## src/rtl/vga_timing_gen.sv

```systemverilog
// vga_timing_gen: VGA raster timing source for the overlay pipeline.
// Runs the h/v counters and decodes sync, active video and pixel coordinates
// from them. Also paints the sky/ground background, scrolling the ground
// stripes a little further each frame, and emits a once-per-frame game tick.
// All outputs come from one register stage, so they stay mutually aligned
// and lag the counter state they describe by exactly one clock.
module vga_timing_gen #(
  parameter int          H_ACTIVE    = 1024,
  parameter int          H_FP        = 24,
  parameter int          H_SYNC      = 136,
  parameter int          H_BP        = 160,
  parameter int          V_ACTIVE    = 768,
  parameter int          V_FP        = 3,
  parameter int          V_SYNC      = 6,
  parameter int          V_BP        = 29,
  parameter logic        SYNC_POL    = 1'b0,
  parameter int          GROUND_Y    = 700,
  parameter int          STRIPE_W    = 32,
  parameter int          SCROLL_STEP = 4,
  parameter logic [11:0] SKY_RGB     = 12'h4CF,
  parameter logic [11:0] GROUND_A    = 12'h8C4,
  parameter logic [11:0] GROUND_B    = 12'h6A3
) (
  input  logic        vga_clk,
  input  logic        rstn,
  input  logic        run,
  output logic        hs,
  output logic        vs,
  output logic        de,
  output logic [11:0] pix_x,
  output logic [11:0] pix_y,
  output logic [11:0] rgb,
  output logic        frame_tick
);

  // Timing boundaries, pre-sized to the 12-bit counter width.
  localparam logic [11:0] H_ACT_C   = 12'(H_ACTIVE);
  localparam logic [11:0] HS_BEG    = 12'(H_ACTIVE + H_FP);
  localparam logic [11:0] HS_END    = 12'(H_ACTIVE + H_FP + H_SYNC);
  localparam logic [11:0] H_LAST    = 12'(H_ACTIVE + H_FP + H_SYNC + H_BP - 1);
  localparam logic [11:0] V_ACT_C   = 12'(V_ACTIVE);
  localparam logic [11:0] VS_BEG    = 12'(V_ACTIVE + V_FP);
  localparam logic [11:0] VS_END    = 12'(V_ACTIVE + V_FP + V_SYNC);
  localparam logic [11:0] V_LAST    = 12'(V_ACTIVE + V_FP + V_SYNC + V_BP - 1);
  localparam logic [11:0] GROUND_C  = 12'(GROUND_Y);
  localparam logic [11:0] STRIPE_C  = 12'(STRIPE_W);
  localparam logic [11:0] STRIPE_P  = 12'(2 * STRIPE_W);
  localparam logic [11:0] STRIPE_LM = 12'(2 * STRIPE_W - 1);
  localparam logic [11:0] STEP_C    = 12'(SCROLL_STEP);
  localparam logic [11:0] COORD_NA  = 12'hFFF;

  // Everything the register stage presents downstream, as one bundle.
  typedef struct packed {
    logic        hs;
    logic        vs;
    logic        de;
    logic        tick;
    logic [11:0] x;
    logic [11:0] y;
    logic [11:0] rgb;
  } vid_t;

  localparam vid_t VID_RST = '{hs: ~SYNC_POL, vs: ~SYNC_POL, de: 1'b0, tick: 1'b0,
                               x: COORD_NA, y: COORD_NA, rgb: 12'h000};

  logic [11:0] h_cnt;
  logic [11:0] v_cnt;
  logic [11:0] scroll;
  logic [11:0] scroll_sum;
  logic [11:0] scroll_nxt;
  logic [11:0] stripe_cnt;
  logic        h_last;
  logic        v_last;
  logic        h_act;
  logic        v_act;
  logic        de_c;
  logic        frame_pt;
  vid_t        vid_c;
  vid_t        vid_q;

  assign h_last   = (h_cnt == H_LAST);
  assign v_last   = (v_cnt == V_LAST);
  assign h_act    = (h_cnt < H_ACT_C);
  assign v_act    = (v_cnt < V_ACT_C);
  assign de_c     = h_act && v_act;
  // First pixel of vertical blanking: drives both the tick and the scroll update.
  assign frame_pt = (h_cnt == 12'd0) && (v_cnt == V_ACT_C);

  // Pixel counter: free-running across the whole line, wraps at H_TOTAL.
  always_ff @(posedge vga_clk) begin
    if (!rstn)       h_cnt <= '0;
    else if (h_last) h_cnt <= '0;
    else             h_cnt <= h_cnt + 12'd1;
  end

  // Line counter: steps once per line wrap, wraps at V_TOTAL.
  always_ff @(posedge vga_clk) begin
    if (!rstn)       v_cnt <= '0;
    else if (h_last) v_cnt <= v_last ? 12'd0 : v_cnt + 12'd1;
  end

  // Scroll offset modulo the stripe period; one conditional subtract suffices
  // because the step is always smaller than the period.
  always_comb begin
    scroll_sum = scroll + STEP_C;
    scroll_nxt = (scroll_sum >= STRIPE_P) ? scroll_sum - STRIPE_P : scroll_sum;
  end

  // Scroll advances once per frame, only if run is high at that instant.
  always_ff @(posedge vga_clk) begin
    if (!rstn)                scroll <= '0;
    else if (frame_pt && run) scroll <= scroll_nxt;
  end

  // Stripe phase: reseeded from scroll just before pixel 0, then counts
  // pixels modulo the stripe period so no divider is needed.
  always_ff @(posedge vga_clk) begin
    if (!rstn)       stripe_cnt <= '0;
    else if (h_last) stripe_cnt <= scroll;
    else if (de_c)   stripe_cnt <= (stripe_cnt == STRIPE_LM) ? 12'd0 : stripe_cnt + 12'd1;
  end

  // Decode the current counter state into the outgoing pixel description.
  always_comb begin
    vid_c      = VID_RST;
    vid_c.hs   = ((h_cnt >= HS_BEG) && (h_cnt < HS_END)) ? SYNC_POL : ~SYNC_POL;
    vid_c.vs   = ((v_cnt >= VS_BEG) && (v_cnt < VS_END)) ? SYNC_POL : ~SYNC_POL;
    vid_c.de   = de_c;
    vid_c.tick = frame_pt;
    if (de_c) begin
      vid_c.x = h_cnt;
      vid_c.y = v_cnt;
      if (v_cnt < GROUND_C)          vid_c.rgb = SKY_RGB;
      else if (stripe_cnt < STRIPE_C) vid_c.rgb = GROUND_A;
      else                            vid_c.rgb = GROUND_B;
    end
  end

  // Single output register stage; reset drops any sync pulse in progress.
  always_ff @(posedge vga_clk) begin
    if (!rstn) vid_q <= VID_RST;
    else       vid_q <= vid_c;
  end

  assign hs         = vid_q.hs;
  assign vs         = vid_q.vs;
  assign de         = vid_q.de;
  assign frame_tick = vid_q.tick;
  assign pix_x      = vid_q.x;
  assign pix_y      = vid_q.y;
  assign rgb        = vid_q.rgb;

endmodule

```

## config.mk

```make
export PLATFORM = sky130hd
export DESIGN_NAME = vga_timing_gen
export DESIGN_NICKNAME = d
export VERILOG_FILES = /design/src/rtl/vga_timing_gen.sv
export SDC_FILE = /design/constraint.sdc
export NUM_CORES = 1
export LEC_CHECK = 0
export CORE_AREA = 10 10 102 104
export CTS_CLUSTER_SIZE = 20
export DETAILED_ROUTE_END_ITERATION = 8
export DIE_AREA = 0 0 112 114
export PLACE_DENSITY = 0.68
export SETUP_SLACK_MARGIN = 0.5
export SYNTH_ARGS = -nofsm -noshare
export SYNTH_HDL_FRONTEND = slang
export SYNTH_SLANG_ARGS = --single-unit
```

## constraint.sdc

```tcl
create_clock -name vga_clk -period 3.3 [get_ports vga_clk]
set_input_delay 0.33 -clock vga_clk [delete_from_list [all_inputs] [get_ports vga_clk]]
set_output_delay 0.33 -clock vga_clk [all_outputs]
set_load 0.05 [all_outputs]
```

== Word-level counts from Yosys, hierarchy flattened ==
Cells that the tools add are included.

* Register bits: 88
* Output and inout bits: 40
* Word-level logic and storage cells: 51

* $add $sub $neg: 5
* $lt $le $gt $ge: 9
* Equal/unequal tests: 4
* Multiplexer cells: 9
* Bitwise logic cells: 2
* Reductions and logical operators: 10

{| class="wikitable"
|+ Operator list
! operator !! number
|-
| $mux 12 || 6
|-
| $add 12x1->12 const B || 3
|-
| $lt 12x10->1 const B || 3
|-
| $eq 12x10->1 const B || 2
|-
| $lt 12x11->1 const B || 2
|-
| $add 12x3->12 const B || 1
|-
| $eq 12x11->1 const B || 1
|-
| $eq 12x6->1 const B || 1
|-
| $ge 12x10->1 const B || 1
|-
| $ge 12x11->1 const B || 1
|-
| $ge 12x7->1 const B || 1
|-
| $logic_not 12->1 || 1
|-
| $lt 12x6->1 const B || 1
|-
| $sub 12x7->12 const B || 1
|-
| $mux 11 || 1
|-
| $logic_and 1x1->1 || 5
|-
| $reduce_or 3->1 || 1
|-
| $mux 1 || 2
|-
| $not 1->1 || 2
|-
| $reduce_and 2->1 || 1
|-
| $reduce_bool 2->1 || 1
|-
| $reduce_or 2->1 || 1
|}

== Logic depth before layout (Yosys ltp) ==
* Depth after elaboration: 4
* Depth in mapped cells: 11
* Mapped depth without buffers: 10

== Least setup slack after synthesis ==
Ideal clock, no wire load.

* Path type: reg2reg
* Start: register scroll[2]
* End: register scroll[9]
* Library setup time: 0.078 ns
* Arrival time: 2.211 ns
* Data required time: 3.222 ns
* Setup slack: 1.011 ns
* Stages on the path, launching flop included: 11
* Path buffers: 0
* Cells stage by stage: dfxtp_1 ha_1 nand3_1 xnor2_1 ha_1 o2111ai_1 o211ai_1 a21oi_2 or4_1 and4_1 nor3_1

* Longest elaborated chain between the ends: 3

{| class="wikitable"
|+ Ends and longest elaborated chain
! what !! RTL line !! RTL
|-
| from (decl) || 68 || <nowiki>logic [11:0] scroll;</nowiki>
|-
| from (signal assigned) || 112 || <nowiki>else if (frame_pt && run) scroll <= scroll_nxt;</nowiki>
|-
| $add 12x3->12 (*) || 105 || <nowiki>scroll_sum = scroll + STEP_C;</nowiki>
|-
| $sub 12x7->12 / $ge 12x7->1 (equally long branches) || 106 || <nowiki>scroll_nxt = (scroll_sum >= STRIPE_P) ? scroll_sum - STRIPE_P : scroll_sum;</nowiki>
|-
| $mux 12 (*) || 106 ||
|}

Every way passes the cells marked *; elsewhere a longest branch is shown, timed or not.
A chain may end at the register's enable or synchronous reset.

== Worst setup path in the final report ==
* Start: register scroll[4]
* End: register scroll[9]

The elaborated chain is that of the path after synthesis.

==> impl_metrics.tcl <==
set metrics [dict create \
    tns_ps 0 \
    ir_worst_vdd_mv 0.254 \
    final_max_slew_viol_count 0 \
    crit_slowest_cell "dfxtp_1" \
    synth_ff_type "dfxtp_1" \
    cp_max_fo 11 \
    numCtsBuffers 9 \
    syn_avg_cell_area_um2 8.29 \
    max_clock_freq_ghz 0.386 \
    drt-total-wl_um 8400 \
    critical_path_arrival_ps 2870 \
    synth.area.top_cells "dfxtp_1 43%, nor2_1 6.9%, nand2_1 5.3%, xor2_1 4.5%, ha_1 3.7%" \
    antenna_cells 0 \
    worst_setup_path_start_kind "flop" \
    drive_above_1_share_pct 6.53 \
    clock_latency_ps 360 \
    synth_edf_count 0 \
    clk_pin_slew_ps 90 \
    postCtsSetupBuffers 0 \
    cts_root_buf "clkbuf_8" \
    die-area_mm2 0.0128 \
    wl_per_cell_um 14.4 \
    p_leak_nw 1.69 \
    async_flop_share_pct 0 \
    fin_worst_skew_ps 12.3 \
    endpoint_kind "flop" \
    clk_path_buf_depth 2 \
    cp-startpoint "scroll[4]$_SDFFE_PN0P_" \
    gr-total-overflow 0 \
    slowest_delay_ps 550 \
    finalWorstPathRequiredPeriod_ps 2590 \
    place.gp.congestion 0.854 \
    place.port_buffers 40 \
    syn_area_mm2 0.00369 \
    min_from "h_cnt[0]$_SDFF_PP0_" \
    tightest_slew_ps 718 \
    status "finished, final reports clean" \
    cts_hold_buf 0 \
    synth_top_area_cell "dfxtp_1" \
    antenna_found_initial 0 \
    start_util_pct 43.6 \
    rows 34 \
    required_ps 3590 \
    cp_cell_sequence "and4_1 > nand2_1 > xor2_1 > ha_1 > o2111ai_1 > o211ai_1 > a21oi_2 > or4_1 > and4_1 > nor3_1" \
    synthCells 445 \
    cts_tree "yes" \
    rsz0062_at_grt "false" \
    cap_violations 0 \
    dr.pass1.iters 4 \
    pin_count 43 \
    yosys.area.top_type_share_pct 43.4 \
    slew_headroom_pct 51.8 \
    ys_warn_count 0 \
    grt_pass1_wl_um 14100 \
    dr.first_iter.drc_count 222 \
    cellPowerDensity_mw_per_mm2 467 \
    core_area_mm2 0.00847 \
    ant_nets 0 \
    die_x_um 112 \
    cts_sinks 80 \
    num-fill-cells 776 \
    criticalPathCategory "reg2reg" \
    drc 0 \
    first_global_vias 2843 \
    dp_cells 567 \
    hold_violations 0 \
    grt_max_degree 23 \
    yosysSeqAreaShare_pct 43.4 \
    yosysUniqueCellTypes 50 \
    die_h_um 114 \
    dp_hpwl_um 5990 \
    ys_ff_latch 80 \
    setup-violations-final 0 \
    path_common_cell "and4_1" \
    drt-vias-per-instance 5.32 \
    hold_class "reg2reg" \
    finalNetCount 484 \
    htreeDepth 3 \
    post-route-period-util_pct 78.4 \
    area.growth.synth_to_final_pct 17.6 \
    num_vias 3100 \
    final_cells 583 \
    grt_usage_pct 13.3 \
    rr_startpoint "scroll[4]$_SDFFE_PN0P_" \
]
==> layout by cell type, fill, tap and decap left out, drive strengths merged, types with 3 or more instances in the layout <==
cell and n:
and2 5, or3 18, clkdlybuf4s50 40, nand3 17, nor3 8, clkbuf 9
nand4 10, inv 18, buf 4, a31oi 4, nor2 69, o22ai 3
or4 4, dfxtp 80, a221oi 6, mux2i 4, and3 11, o21ai 18
ha 11, or2 3, nor4 5, nand2 52, xor2 19, a21oi 17
xnor2 11
==> layer usage <==
layer  global-route usage (%)  wire [um]  up-vias
li1                         -          -     1568
met1                     16.7       3920     1429
met2                     20.2       3760       95
met3                     4.93        600        8
met4                     5.67        118        0
met5                        0          0        -
==> worst max-delay path, delay by kind of cell, from the launching register on <==
kind            cells  cell delay (ps)
compound gates      3              460
simple gates        5             1080
fa+ha+maj           1              180
xor+xnor            1              240
flops               1              550
==> synthesized netlist by cell type, drive strengths merged (5+ instances only) <==
cell    count
a221oi      6
nand2      52
and2        5
ha         11
buf        17
xor2       19
inv        14
o21ai      18
or3        18
nand4      10
nor2       69
nand3      17
and3       11
xnor2      11
dfxtp      80
clkbuf     14
a21oi      17
nor3        8
nor4        5
==> worst paths after layout <==
path                                  to  slack (ps)  cells past startpoint
hold / removal       h_cnt[0]$_SDFF_PP0_         480                      1
hold reg to reg      h_cnt[0]$_SDFF_PP0_         480                      1
setup reg to reg  scroll[9]$_SDFFE_PN0P_         710                     10
setup / recovery  scroll[9]$_SDFFE_PN0P_         710                     10
==> registers in the layout (all words and copies together) (netlist names) <==
name,count
scroll,10
de,1
h_cnt,12
hs,1
vs,1
rgb,6
pix_y,12
frame_tick,1
stripe_cnt,12
pix_x,12
v_cnt,12
==> final cells by class <==
class | instances | area [um2] | area share [%]
clock buffer | 9 | 124 | 2.85
clock inverter | 7 | 109 | 2.51
inverter | 15 | 56.3 | 1.30
multi-input combinational | 320 | 1880 | 43.4
sequential | 80 | 1600 | 36.9
tap | 108 | 135 | 3.11
timing repair buffer | 44 | 430 | 9.92
==> kinds of logic (layout without fill, tap and decap cells) <==
| group | after synthesis | in the layout | synth area share, % |
|---|---|---|---|
| AOI/OAI and AO/OA | 59 | 59 | 10.1 |
| xor gates and xnor gates | 30 | 30 | 7.12 |
| adders and majority gates | 11 | 11 | 3.73 |
| buffers and inverters | 46 | 75 | 5.70 |
| DFF | 80 | 80 | 43.4 |
| muxes | 5 | 5 | 1.39 |
| other | 1 | 2 | 0.102 |
| and+or+nand+nor | 213 | 213 | 28.4 |
==> power breakdown <==
| part | internal [mW] | total, mW | switching, mW |
|---|---|---|---|
| Clock | 0.443 | 0.841 | 0.398 |
| Combinational | 0.0567 | 0.180 | 0.124 |
| Sequential | 0.991 | 1.00 | 0.0120 |
| Total | 1.49 | 2.02 | 0.534 |
==> what timing repair did <==
item                                    CTS  global route
hold endpoints to repair                  0             0
gates resized for setup                   0             1
endpoints found under the setup margin    0             1
==> stage by stage <==
stage	util [%]	hold WS [ps]	worst slack (ps)	power [mW]	area [um2]
3_5_place_dp	48.5	460	748	1.21	4100
2_1_floorplan	-	430	1010	1.15	3690
6_report	51.3	479	712	2.02	4340
5_1_grt	51.3	514	516	2.10	4340
3_3_place_gp	48.5	443	846	1.21	4100
4_1_cts	51.2	482	721	2.05	4340
(Power assumes the default switching activity.)
